File: src/rtl/counter_run_ctrl.sv
// Run controller: loads a start count, counts up to a limit, then stops
// or reloads, with pause/abort control and a saturating pass counter.
module counter_run_ctrl #(
  parameter int WIDTH  = 4,
  parameter int PASS_W = 8
) (
  input  logic              clk,
  input  logic              rst_n,
  input  logic              start,
  input  logic              stop,
  input  logic              pause,
  input  logic              auto_reload,
  input  logic [WIDTH-1:0]  load_val,
  input  logic [WIDTH-1:0]  limit,
  output logic [WIDTH-1:0]  count,
  output logic              busy,
  output logic              done,
  output logic [PASS_W-1:0] passes
);

  typedef enum logic [1:0] {
    IDLE  = 2'd0,
    RUN   = 2'd1,
    PAUSE = 2'd2,
    DONE  = 2'd3
  } state_t;

  state_t             r_state;
  state_t             w_state;
  logic [WIDTH-1:0]   r_count;
  logic [WIDTH-1:0]   w_count;
  logic [WIDTH-1:0]   r_limit;
  logic [WIDTH-1:0]   w_limit;
  logic [WIDTH-1:0]   r_load;
  logic [WIDTH-1:0]   w_load;
  logic               r_reload;
  logic               w_reload;
  logic               r_done;
  logic               w_done;
  logic [PASS_W-1:0]  r_passes;
  logic [PASS_W-1:0]  w_passes;

  always_ff @(posedge clk or negedge rst_n) begin
    if (!rst_n) begin
      r_state  <= IDLE;
      r_count  <= '0;
      r_limit  <= '0;
      r_load   <= '0;
      r_reload <= 1'b0;
      r_done   <= 1'b0;
      r_passes <= '0;
    end else begin
      r_state  <= w_state;
      r_count  <= w_count;
      r_limit  <= w_limit;
      r_load   <= w_load;
      r_reload <= w_reload;
      r_done   <= w_done;
      r_passes <= w_passes;
    end
  end

  always_comb begin
    w_state  = r_state;
    w_count  = r_count;
    w_limit  = r_limit;
    w_load   = r_load;
    w_reload = r_reload;
    w_done   = 1'b0;
    w_passes = r_passes;
    unique case (r_state)
      IDLE, DONE: begin
        // start outranks stop when both arrive together
        if (start) begin
          w_count  = load_val;
          w_limit  = limit;
          w_load   = load_val;
          w_reload = auto_reload;
          w_passes = '0;
          w_state  = RUN;
        end else if (stop) begin
          w_state  = IDLE;
        end
      end
      RUN: begin
        if (stop) begin
          w_state = IDLE;
        end else if (pause) begin
          w_state = PAUSE;
        end else if (r_count == r_limit) begin
          w_done   = 1'b1;
          w_passes = (r_passes == '1) ? r_passes
                                      : r_passes + 1'b1;
          if (r_reload) begin
            w_count = r_load;
          end else begin
            w_state = DONE;
          end
        end else begin
          w_count = r_count + 1'b1;
        end
      end
      PAUSE: begin
        if (stop) begin
          w_state = IDLE;
        end else if (!pause) begin
          w_state = RUN;
        end
      end
      default: w_state = IDLE;
    endcase
  end

  assign count  = r_count;
  assign busy   = (r_state == RUN) || (r_state == PAUSE);
  assign done   = r_done;
  assign passes = r_passes;

endmodule

File: config.mk
export PLATFORM = sky130hd
export DESIGN_NAME = counter_run_ctrl
export DESIGN_NICKNAME = d
export VERILOG_FILES = /design/src/rtl/counter_run_ctrl.sv
export SDC_FILE = /design/constraint.sdc
export NUM_CORES = 1
export LEC_CHECK = 0
export CAP_MARGIN = 25
export CELL_PAD_IN_SITES_DETAIL_PLACEMENT = 0
export CELL_PAD_IN_SITES_GLOBAL_PLACEMENT = 1
export CORE_MARGIN = 10
export CORE_UTILIZATION = 30
export CTS_BUF_LIST = sky130_fd_sc_hd__clkbuf_2 sky130_fd_sc_hd__clkbuf_4 sky130_fd_sc_hd__clkbuf_8
export DETAILED_ROUTE_END_ITERATION = 12
export PLACE_DENSITY = 0.7
export RECOVER_POWER = 50
export SETUP_SLACK_MARGIN = 0.05
export SLEW_MARGIN = 10
export SYNTH_ARGS = -nofsm -noshare
export SYNTH_HDL_FRONTEND = slang
export SYNTH_SLANG_ARGS = --single-unit
export TNS_END_PERCENT = 5
File: constraint.sdc
create_clock -name clk -period 1.82 [get_ports clk]
set_input_delay 0.364 -clock clk [delete_from_list [all_inputs] [get_ports clk]]
set_output_delay 0.364 -clock clk [all_outputs]
set_load 0.1 [all_outputs]
# Word-level counts from Yosys, hierarchy flattened
# Index checks and enable logic that the tools add are counted.
# W data, S select, Z words.
[classes] n_addsub=2 eq_ne=15 reduce_logical=8 muxes=25
[ops] op="$mux W8" n=5
[ops] op="$mux W4" n=5
[ops] op="$mux W2" n=8
[ops] op="$pmux W8 S2" n=1
[ops] op="$ne A2 B2 Y1 const B" n=5
[ops] op="$ne A3 B3 Y1 const B" n=3
[ops] op="$add A8 B1 Y8 const B" n=1
[ops] op="$eq A8 B8 Y1 const B" n=1
[ops] op="$ne A4 B4 Y1 const B" n=2
[ops] op="$pmux W4 S2" n=1
[ops] op="$pmux W2 S3" n=1
[ops] op="$reduce_and A6 Y1" n=1
[ops] op="$reduce_and A5 Y1" n=1
[ops] op="$add A4 B1 Y4 const B" n=1
[ops] op="$eq A2 B2 Y1 const B" n=2
[ops] op="$eq A4 B4 Y1" n=1
[ops] op="$mux W1" n=4
[ops] op="$reduce_and A4 Y1" n=1
[ops] op="$eq A2 B1 Y1 const B" n=1
[ops] op="$logic_not A2 Y1" n=1
[ops] op="$reduce_and A2 Y1" n=1
[ops] op="$reduce_bool A2 Y1" n=1
[ops] op="$reduce_or A2 Y1" n=1
[ops] op="$logic_or A1 B1 Y1" n=1
[word_totals] register_bits=24 word_cells=57 inputBits=14

# Logic depth before layout (Yosys ltp)
# Gate-level depths: netlist of the first run.
[depth] word_depth=6 ltp_mapped=8 ltp_nobuf=7

# Least setup slack after synthesis of the first run
# No wires, ideal clock.
[synth_path] path_kind="register -> register" start="register r_passes[0], in the netlist passes[0]" end="register r_passes[3], in the netlist passes[3]" path_slack_ps=-665 path_stages_with_launch=7 path_buffers=0 required_ps=1749 setup_ps=71 t_arrival_ps=2414 cell_sequence="dfrtp_1 > ha_1 > and3_1 > and3_1 > a221o_1 > or4_1 > nand3_1"
[synth_between] elab_chain_cells=6
[synth_lines] element="start: declaration" line="40" rtl="logic [PASS_W-1:0] r_passes;"
[synth_lines] element="start signal: assignment" line="59" rtl="r_passes <= w_passes;"
[synth_lines] element="$add A8 B1 Y8" line="93" rtl=": r_passes + 1'b1;"
[synth_lines] element="$mux W8" line="92" rtl="w_passes = (r_passes == '1) ? r_passes"
[synth_lines] element="$mux W8" line="90" rtl="end else if (r_count == r_limit) begin"
[synth_lines] element="$mux W8" line="88" rtl="end else if (pause) begin"
[synth_lines] element="$mux W8" line="86" rtl="if (stop) begin"
[synth_lines] element="$pmux W8 S2" line="71" rtl="unique case (r_state)"
# Parallel ways exist; a longest one is shown, timed or not. The select of a mux whose other input is x is not followed.
# A chain may end at the register's enable or synchronous reset.

# Worst setup path after layout of the first run
[layout_path] start="register r_passes[1], in the netlist passes[1]" end="register r_passes[5], in the netlist passes[5]"
# Same word-level chain as after synthesis.

==> results of run 1 <==
[kinds of logic (layout without fill, tap and decap cells)]
| group | count (synthesis) | in the layout | share of synthesized area |
|---|---|---|---|
| AO/OA/AOI/OAI | 22 | 22 | 0.115 |
| AND/OR/NAND/NOR | 51 | 51 | 0.196 |
| XOR/XNOR | 6 | 6 | 0.0612 |
| multiplexers | 14 | 14 | 0.115 |
| adder cells (fa/ha/maj) | 4 | 4 | 0.0371 |
| buffers and inverters | 11 | 71 | 0.0306 |
| flip-flops | 24 | 24 | 0.445 |
[metrics by stage]
step | utilization | setup TNS (ps) | std cells | setup WS, ps
after floorplan | - | -2000 | 132 | -244
after global placement | 0.474 | -1650 | 236 | -240
after detailed placement | 0.474 | -1920 | 236 | -270
after CTS | 0.496 | -501 | 242 | -137
after global routing | 0.503 | -1440 | 244 | -223
final | 0.503 | -739 | 244 | -148
[per-layer routing]
| metal | up-vias | GRT usage |
|---|---|---|
| met3 | 7 | 0.0412 |
| met4 | 0 | 0.0353 |
| met2 | 32 | 0.164 |
| met5 | - | 0 |
| met1 | 574 | 0.116 |
| li1 | 592 | - |
[cell usage after synthesis]
cell type,count
clkbuf_1,3
nand2b_1,1
nor4_1,1
nand4_4,1
nand3_1,9
mux2i_1,2
nor3_1,3
and3_1,4
a22o_1,1
xnor2_2,4
o21ai_1,3
mux2_2,12
clkinv_1,1
nand2_1,19
xor2_1,1
o21ai_0,4
o211ai_1,3
a221o_1,1
dfrtp_1,24
or4_1,3
a221oi_1,2
nor2_1,6
inv_1,7
ha_1,4
xnor2_1,1
a21oi_1,2
o21bai_1,2
a32o_1,1
or3_1,1
o221ai_1,3
nand3b_1,3
[layout make-up]
type,count,area (um2)
Clock buffer,4,48.8
Fill cell,394,2160
Inverter,8,33.8
Multi-Input combinational cell,97,791
Sequential cell,24,617
Tap cell,52,65.1
Timing Repair Buffer,59,637
[critical path: stages, from the launching register on]
cell and delay (ps):
dfrtp_4 490, ha_4 170, and3_4 140, and3_4 170, a221o_2 420, or4_4 440, nand3_2 70
[registers in the layout, summed over array words and instances, names as in the netlist]
name and count:
r_limit 4, r_state 2, done 1, passes 8
r_reload 1, r_load 4, count 4
[worst min path at each step]
stage	to
6_report	r_load[3]
5_1_grt	r_load[3]
4_1_cts	r_limit[2]
3_5_place_dp	r_load[3]
3_3_place_gp	r_load[3]
2_1_floorplan	count[0]
[layout by cell type (no fill, tap or decap), types with 2 or more instances in the layout]
master	Yosys	final
o211ai_1	3	3
dfrtp_4	0	2
mux2i_1	2	2
clkdlybuf4s50_1	0	12
nand2_1	19	19
buf_4	0	30
clkbuf_2	0	2
o21bai_1	2	2
dfrtp_1	24	15
nand3b_1	3	3
and3_1	4	2
o21ai_0	4	3
inv_1	7	5
dfrtp_2	0	7
clkbuf_8	0	3
o221ai_1	3	3
nor3_1	3	2
nor2_1	6	5
xnor2_2	4	4
buf_12	0	13
ha_4	0	3
mux2_2	12	11
o21ai_1	3	3
and3_4	0	2
a21oi_1	2	2
or4_1	3	2
nand3_1	9	8
[timing repair]
item	CTS	global route
resized for setup	7	8
pin swaps	3	2
endpoints found under the setup margin	13	15
setup buffers	2	2
==> flow_summary.ini, run 1 <==
[synth]
yosys-top-cells-area = dfrtp_1 45%, mux2_2 10%, nand2_1 5.3%, xnor2_2 4.8%, ha_1 3.7%
postSynthCellCount = 132
synth_top_cell_by_area = dfrtp_1
synth_cell_type_count = 31
netlist_area_um2 = 1350
synth-warning-count = 0
synth_top_area_share = 0.445
ys_seq_area_frac = 0.445
syn_avg_cell_area_um2 = 10.2
ys_ff_latch = 24
syn_nets = 150

[sta]
slew_viol_final = 0
maxSlewHeadroom = 0.583
rsz0062_at_grt = yes
finClkSkew_ps = 7.00
min_period_ps = 1970
max_freq_ghz = 0.508
worst_pin_slew_ps = 625
finalHoldWorstSlack_ps = 495
setup_viol = 8
finalHoldViolations = 0
layout_setup_ws_ps = -148
post-route-period-util = 1.08

[grt]
grt_max_degree = 25
grt_pass1_wl_um = 6250
overflow = 0
grt_pass1_vias = 1299
grt_usage = 0.101
antenna_found_initial = 0

[detailed_routing]
route.met2.wl_um = 1720
post-route-drc-count = 0
wl_per_cell_um = 14.8
wirelength_um = 3610
drtIter0Drc = 71
ant_nets = 0
routed.top_layer = met4
dr_wl_met3_um = 283
avgViaCountPerCell = 4.94
via_count = 1205
firstDrtPassIters = 4
wl_met1_um = 1550

[clocking]
clock_latency_ps = 270
clkSinkCount = 24
clk_pin_slew_ps = 90
clockBufferDepth = 2
cts_tree = done
htree_levels = 1
clock-root-buffer = clkbuf_8
numCtsBuffers = 3
holdBufCountCts = 0

[worst_setup_path]
required_ps = 2030
crit_path_start_kind = flop
cp.arrival_ps = 2180
setup.worst_path.end = passes[5]
ff2ff_setup_slack_ps = -150
cp-startpoint = passes[1]
ff2ff_path_depth = 6
crit_type = reg2reg
cp_max_fo = 7
crit_path_end_kind = flop
rr_startpoint = passes[1]
rr_endpoint = passes[5]

[cells_and_area]
syn_to_final_growth_pct = 62.5
layout-drive-gt1-share = 0.469
antenna_cells = 0
num-nets-final = 211
final_cell_area_um2 = 2190

[placed_design]
placed_cell_area_um2 = 2070
port_buffers = 27
hpwl_um = 2760
place_congestion = 0.861

[floorplanning]
die_h_um = 87.1
dieWidth_um = 87.1
dieArea_um2 = 7580
io-pin-count = 28
start_util = 0.310
core_area_um2 = 4350
std_cell_rows = 24

[job]
cap_viol_max_count = 0

[hold_path]
min_from = r_load[3]
whs_path_depth = 2
min_path_type = reg2reg

[run_status]
outcome = finished, violations left
violations = negative setup slack
Power of run 1 is not shown: default switching activity piles up to over one toggle a cycle in this logic, so the estimate is an artifact.
==> run 2: changes to the inputs <==
--- a/config.mk
+++ b/config.mk
@@ -11,8 +11,10 @@
 export CORE_MARGIN = 10
 export CORE_UTILIZATION = 30
 export CTS_BUF_LIST = sky130_fd_sc_hd__clkbuf_2 sky130_fd_sc_hd__clkbuf_4 sky130_fd_sc_hd__clkbuf_8
+export CTS_CLUSTER_DIAMETER = 150
 export DETAILED_ROUTE_END_ITERATION = 12
-export PLACE_DENSITY = 0.7
+export DONT_BUFFER_PORTS = 1
+export PLACE_DENSITY = 0.59
 export RECOVER_POWER = 50
 export SETUP_SLACK_MARGIN = 0.05
 export SLEW_MARGIN = 10
==> run 2 against run 1 <==
Against the previous run:
- the run still ends with negative setup slack left
- die area unchanged
- flip-flop and latch count unchanged
- global-route usage down 0.80 points
- cell count shrank 11%
- register-to-register slack improved by 50 ps
- non-clock buffer count is 27 lower
- wire length decreased by 5.7%
- via count fell by 7.3%
- critical endpoint is now passes[3]
==> flow_summary.ini, run 2 (synthesized netlist as in run 1, its figures left out) <==
[sta]
post-route-period-util = 1.05
slew_viol_final = 0
setup_viol = 4
max_freq_ghz = 0.523
finClkSkew_ps = 5.08
maxSlewHeadroom = 0.582
min_period_ps = 1910
worst_pin_slew_ps = 627
rsz0062_at_grt = yes
tns_ps = -200
finalHoldViolations = 0
finalHoldWorstSlack_ps = 148
layout_setup_ws_ps = -93.5

[cells_and_area]
final_cells = 217
num-nets-final = 184
layout-drive-gt1-share = 0.436
antenna_cells = 0
largest_reg_flops = 8
final_common_cell = buf_4
final_cell_area_um2 = 1780
mostFrequentLayoutCells = 28 x buf_4, 19 x nand2_1, 15 x dfrtp_1
syn_to_final_growth_pct = 32.1
n_fill_cell = 421

[placed_design]
placed_cell_area_um2 = 1660
port_buffers = 0
dp_cells = 209
hpwl_um = 2570
place_congestion = 0.775

[floorplanning]
die_h_um = 87.1
core_area_um2 = 4350
start_util = 0.310
std_cell_rows = 24
io-pin-count = 28
dieWidth_um = 87.1
dieArea_um2 = 7580

[worst_setup_path]
crit_type = reg2reg
cp_max_fo = 6
crit_path_end_kind = flop
cp_top_family = simple AND/OR/NAND/NOR gates
max_stage_delay_ps = 500
cpMaxStageDelayCell = dfrtp_4
cp.arrival_ps = 2130
critical_path_buf_inv_count = 0
crit_path_start_kind = flop
path_common_cell = and3_4
required_ps = 2040
path_cells = ha_4, and3_4, and3_4, a221o_1, or4_1, nand3_1
ff2ff_setup_slack_ps = -90

[detailed_routing]
post-route-drc-count = 0
firstDrtPassIters = 4
wirelength_um = 3410
wl_per_cell_um = 15.7
via_count = 1117
ant_nets = 0
drtIter0Drc = 37
avgViaCountPerCell = 5.15

[clocking]
clk_pin_slew_ps = 90
clkSinkCount = 24
clockBufferDepth = 2
htree_levels = 1
clock-root-buffer = clkbuf_8
clock_latency_ps = 280
cts_tree = done
numCtsBuffers = 3

[grt]
grt_max_degree = 25
overflow = 0
grt_pass1_wl_um = 5630
antenna_found_initial = 0
grt_pass1_vias = 1135
grt_usage = 0.0929

[job]
cap_viol_max_count = 0

[run_status]
violations = negative setup slack
outcome = finished, violations left

[hold_path]
min_path_type = in2reg
[run 2: cell types whose count changed in the layout (fill, tap and decap cells not counted), sizes merged]
cell | previous run | this run
clkinvlp | 1 | 2
clkinv | 1 | 0
clkdlybuf4s50 | 12 | 0
buf | 44 | 29
[run 2: repair_timing]
item                                    4_1_cts  5_1_grt
pin swaps                                     1        2
hold endpoints to repair                     24        0
resized for setup                             5        4
gates cloned                                  0        0
setup buffers                                 2        0
endpoints found under the setup margin       13       15
hold buffers                                  2        0
[run 2: final timing paths]
kind,startpoint,endpoint,cells after the start
max,passes[1],passes[3],6
min,stop,done,1
max reg2reg,passes[1],passes[3],6
min reg2reg,r_load[3],r_load[3],2
max in group asynchronous,rst_n,passes[1],2
min in group asynchronous,rst_n,r_state[1],2
[run 2: area by class of cell]
type	count	area, um2	area share
multi-input combinational	97	766	0.430
inverter	8	37.5	0.0211
clock buffer	4	55.1	0.0309
tap	52	65.1	0.0365
sequential	24	617	0.346
timing repair buffer	32	241	0.136
[run 2: routing by layer]
metal  up-vias  wire length (um)  track usage  share of wire
met3         2               359       0.0440           0.11
met4         0                22       0.0265         0.0065
met2        39              1660        0.143           0.49
met5         -                 0            0              0
met1       531              1370        0.112           0.40
li1        545                 -            -              -
[run 2: metrics by stage]
step | setup slack [ps] | util
detailed placement | -130 | 0.380
finish | -93.5 | 0.409
global placement | -90.1 | 0.380
global route | -178 | 0.409
CTS | -97.1 | 0.410
floorplan | -244 | -
Power of run 2 is left out for the same reason.
==> run 3: changes to the inputs <==
--- a/config.mk
+++ b/config.mk
@@ -13,8 +13,7 @@
 export CTS_BUF_LIST = sky130_fd_sc_hd__clkbuf_2 sky130_fd_sc_hd__clkbuf_4 sky130_fd_sc_hd__clkbuf_8
 export CTS_CLUSTER_DIAMETER = 150
 export DETAILED_ROUTE_END_ITERATION = 12
-export DONT_BUFFER_PORTS = 1
-export PLACE_DENSITY = 0.59
+export PLACE_DENSITY = 0.67
 export RECOVER_POWER = 50
 export SETUP_SLACK_MARGIN = 0.05
 export SLEW_MARGIN = 10
==> constraint.sdc (replaced) <==
create_clock -name clk -period 2.3 [get_ports clk]
set_input_delay 0.46 -clock clk [delete_from_list [all_inputs] [get_ports clk]]
set_output_delay 0.46 -clock clk [all_outputs]
set_load 0.1 [all_outputs]
==> run 3 against run 2 <==
Against the previous run:
- the run now ends clean
- largest cell class unchanged
- clock skew is 0.52 ps higher
- wire length decreased by 4.1%
- critical endpoint unchanged
- final area fell by 1.3%
- via count grew 0.90%
==> flow_summary.ini, run 3 (synthesized netlist as in run 1, its figures left out) <==
[sta]
finalHoldViolations = 0
max_freq_ghz = 0.467
finalHoldWorstSlack_ps = 512
maxSlewHeadroom = 0.133
slew_viol_final = 0
post-route-period-util = 0.931
finClkSkew_ps = 5.60
tns_ps = 0
worst_pin_slew_ps = 1300
rsz0062_at_grt = no
min_period_ps = 2140
setup_viol = 0

[clocking]
numCtsBuffers = 3
clk_pin_slew_ps = 80
holdBufCountCts = 0
htree_levels = 1
cts_tree = done
clkSinkCount = 24
clock-root-buffer = clkbuf_8
clock_latency_ps = 270
clockBufferDepth = 2

[floorplanning]
dieWidth_um = 87.1
io-pin-count = 28
start_util = 0.310
core_area_um2 = 4350
dieArea_um2 = 7580
die_h_um = 87.1
std_cell_rows = 24

[hold_path]
min_path_type = reg2reg
whs_path_depth = 1

[worst_setup_path]
required_ps = 2500
cp.arrival_ps = 2340
crit_path_start_kind = flop
crit_path_end_kind = flop
crit_type = reg2reg
ff2ff_path_depth = 6
cp_max_fo = 9

[cells_and_area]
mostFrequentLayoutCells = 19 x nand2_1, 16 x dfrtp_1, 14 x buf_4
antenna_cells = 0
num-nets-final = 187
syn_to_final_growth_pct = 30.4
final_cell_area_um2 = 1760
largest_reg_flops = 8
final_common_cell = nand2_1
layout-drive-gt1-share = 0.304

[detailed_routing]
firstDrtPassIters = 4
wl_per_cell_um = 14.8
avgViaCountPerCell = 5.12
drtIter0Drc = 33
wirelength_um = 3270
post-route-drc-count = 0
via_count = 1127
ant_nets = 0

[placed_design]
placed_cell_area_um2 = 1710
port_buffers = 27
place_congestion = 0.823
hpwl_um = 2500

[grt]
grt_usage = 0.0858
grt_pass1_vias = 1068
grt_pass1_wl_um = 5280
grt_max_degree = 25
overflow = 0
antenna_found_initial = 0

[job]
cap_viol_max_count = 0

[run_status]
outcome = completed
run 3: changes by cell type in the layout (fill, tap and decap cells not counted), moves of 2 or more:
cell / change
and3_1: +2
and3_4: -2
buf_4: -14
clkbuf_1: +2
clkbuf_2: +3
clkdlybuf4s50_1: +12
clkinvlp_4: -2
dfrtp_4: -2
ha_1: +2
ha_4: -3
inv_1: +2
run 3: timing repair:
item	in CTS	in global routing
buffers inserted	0	1
setup endpoints to repair	0	2
gates resized for setup	0	2
run 3: cell type report:
class	count	area, um2
repair buffers	35	288
clock buffers	4	55.1
well taps	52	65.1
inverters	8	30.0
multi-input cells	97	711
fillers	432	2590
flip-flops and latches	24	611
run 3: final timing paths:
path | to | slack (ps) | startpoint
min in group asynchronous | r_load[3] | 1000 | rst_n
worst max register to register | passes[3] | 160 | passes[0]
worst max-delay path | passes[3] | 160 | passes[0]
max in group asynchronous | passes[2] | 450 | rst_n
worst min register to register | r_load[2] | 510 | r_load[2]
worst min-delay path | r_load[2] | 510 | r_load[2]
run 3: metal layers:
| layer | routed length [um] | up-vias | GRT usage |
|---|---|---|---|
| li1 | - | 552 | - |
| met4 | 15 | 0 | 0.0353 |
| met5 | 0 | - | 0 |
| met2 | 1690 | 13 | 0.145 |
| met3 | 96 | 2 | 0.0169 |
| met1 | 1460 | 560 | 0.103 |
run 3: metrics by stage:
step           instances  setup WS [ps]  utilization
2_1_floorplan        132           65.5            -
3_5_place_dp         215           27.9        0.393
3_3_place_gp         215           87.0        0.393
5_1_grt              220           52.6        0.404
6_report             220            159        0.404
4_1_cts              219            101        0.406
run 3: critical path: stages (launching register included):
cell,delay (ps)
dfrtp_2,440
ha_1,220
and3_1,190
and3_1,220
a221o_2,420
or4_1,490
nand3_1,90
Power of run 3 is left out for the same reason.
==> RTL edit, RTL diff (settings of run 1) <==
Change the parameter `PASS_W` from 8 to 9.
--- a/src/rtl/counter_run_ctrl.sv
+++ b/src/rtl/counter_run_ctrl.sv
@@ -2,7 +2,7 @@
 // or reloads, with pause/abort control and a saturating pass counter.
 module counter_run_ctrl #(
   parameter int WIDTH  = 4,
-  parameter int PASS_W = 8
+  parameter int PASS_W = 9
 ) (
   input  logic              clk,
   input  logic              rst_n,
Ports: changed (resized passes); port bits go from 28 to 29. No check against the original RTL was run, so the function may have changed too.
==> RTL edit against run 1 <==
- the run still ends with setup timing left
- hold slack gained 0.031 ns
- die area rose by 6.2%
- routed wire length is 19% higher
- worst setup slack gained 0.070 ns
- largest cell class unchanged
- sequential cell count is 1 higher
- sequential share of layout area is 1.5 points lower
- count of clock-buffer cells in the layout fell by 1
- first-iteration DRC count rose by 30%
- design area increased by 12%
- critical endpoint unchanged
- synthesized area up 8.1%
- highest routed layer unchanged
==> RTL edit: results <==
[routing]
wl_met1_um = 1910
first_iter_violations = 92
postRouteAntennaNets = 0
wl_met3_um = 234
drc_errors = 0
wl_met2_um = 2110
vias_per_cell = 5.00
routed_wl_um = 4290
vias = 1354
highest_layer = "met4"

[critical_path]
path_max_fanout = 5
cp_slowest_stage_delay_ns = 0.50
critical_path.top_delay_family = "compound AO/OA/AOI/OAI gates"
worstPathArrival_ns = 2.06

[finish]
largest_reg_flops = 9
layout-drive-gt1-share = 0.510
antenna_cells = 0
nFillCells = 438
layout.nets = 224
syn_to_final_growth_pct = 68.0

[grt]
grt_max_degree = 26
grt_usage = 0.0986
antenna_found_initial = 0
grt_pass1_wl_um = 6740

[run_status]
status = "complete, but fails checks"
violations = "setup timing"

[logic_synthesis]
synth_common_cells = "dfrtp_1 (25), mux2_2 (14), nand2_1 (11)"
synth_cell_types = 36
ys.warnings.count = 0
synth_nets = 159
synthTopCellsByArea = "dfrtp_1 (43%), mux2_2 (11%), ha_1 (4.3%)"
async_flop_share = 1.00
seq_area_frac_synth = 0.429
syn_area_per_cell_um2 = 10.4

[timing]
maxSlewHeadroom = 0.568
layout_setup_ws_ns = -0.0771
skew_ns = 0.00352
finalSetupTns_ns = -0.359
finalSetupViolCount = 8

[clock_network]
cts_buffers = 3
clk_pin_slew_worst_paths_ns = 0.10
clk_latency_ns = 0.27
root_buffer = "clkbuf_8"
cts_max_level = 1

[placement]
gp_congestion = 0.809
place_inst = 257
dp_hpwl_um = 2990
port_buffers = 28

[power_and_ir_drop]
power_leakage_nw = 0.987
ir_worst_vdd_mv = 0.896

[min_path]
hold_class = "reg2reg"
RTL edit: timing repair:
item,4_1_cts,5_1_grt
pin swaps,8,13
buffers inserted,4,4
endpoints found under the setup margin,14,16
gates cloned,1,1
endpoints found under the hold margin,0,0
gates resized for setup,6,16
RTL edit: metal layers:
layer	vias up	GRT usage
li1	650	-
met1	661	0.120
met4	0	0.0148
met2	37	0.167
met5	-	0
met3	6	0.0324
RTL edit: area by class of cell:
type                    count  area [µm²]  area share
flip-flops and latches     25         652       0.266
well taps                  67        83.8      0.0342
inverters                   5        22.5     0.00920
clock inverters             1        7.51     0.00307
clock buffers               3        41.3      0.0169
multi-input cells         106         916       0.374
repair buffers             64         726       0.296
RTL edit: per-stage QoR:
step                instance area, µm²  setup slack, ns  hold WS, ns
floorplan                         1540           -0.382       0.0684
global placement                  2230           -0.163        0.487
detailed placement                2230           -0.220        0.508
finish                            2450          -0.0771        0.526
global route                      2450           -0.119        0.548
CTS                               2340           -0.109        0.459
RTL edit: worst paths after layout:
| kind | start | to | slack, ns | depth (start not counted) |
|---|---|---|---|---|
| min reg2reg | r_load[2]$_DFFE_PN0P_ | r_load[2]$_DFFE_PN0P_ | 0.53 | 1 |
| max in group asynchronous | rst_n | passes[4]$_DFFE_PN0P_ | 0.71 | 2 |
| max reg2reg | passes[1]$_DFFE_PN0P_ | passes[5]$_DFFE_PN0P_ | -0.08 | 8 |
| max | passes[1]$_DFFE_PN0P_ | passes[5]$_DFFE_PN0P_ | -0.08 | 8 |
| min | r_load[2]$_DFFE_PN0P_ | r_load[2]$_DFFE_PN0P_ | 0.53 | 1 |
| min in group asynchronous | rst_n | r_reload$_DFFE_PN0P_ | 0.63 | 2 |
RTL edit: worst register-to-register path: stages, from the launching register on:
cell      delay [ns]
dfrtp_4         0.50
ha_4            0.17
nand2_1         0.05
or2_4           0.13
nor2_4          0.04
ha_4            0.18
nand2b_4        0.16
o311a_1         0.30
a221o_1         0.26
RTL edit: cell families (layout without fill, tap and decap cells):
logic type,after synthesis,count (layout),synth area share
AO/OA/AOI/OAI,30,31,0.161
adder cells (fa/ha/maj),5,5,0.0429
multiplexers,15,15,0.115
flip-flops,25,25,0.429
buffers and inverters,11,73,0.0395
AND/OR/NAND/NOR,48,49,0.177
XOR/XNOR,6,6,0.0361
RTL edit: power breakdown:
part,total (mW),switching [mW],leakage (nW),internal [mW]
Clock,0.354,0.199,0.0217,0.156
Sequential,0.957,0.168,0.297,0.790
Combinational,3.38,1.87,0.668,1.51
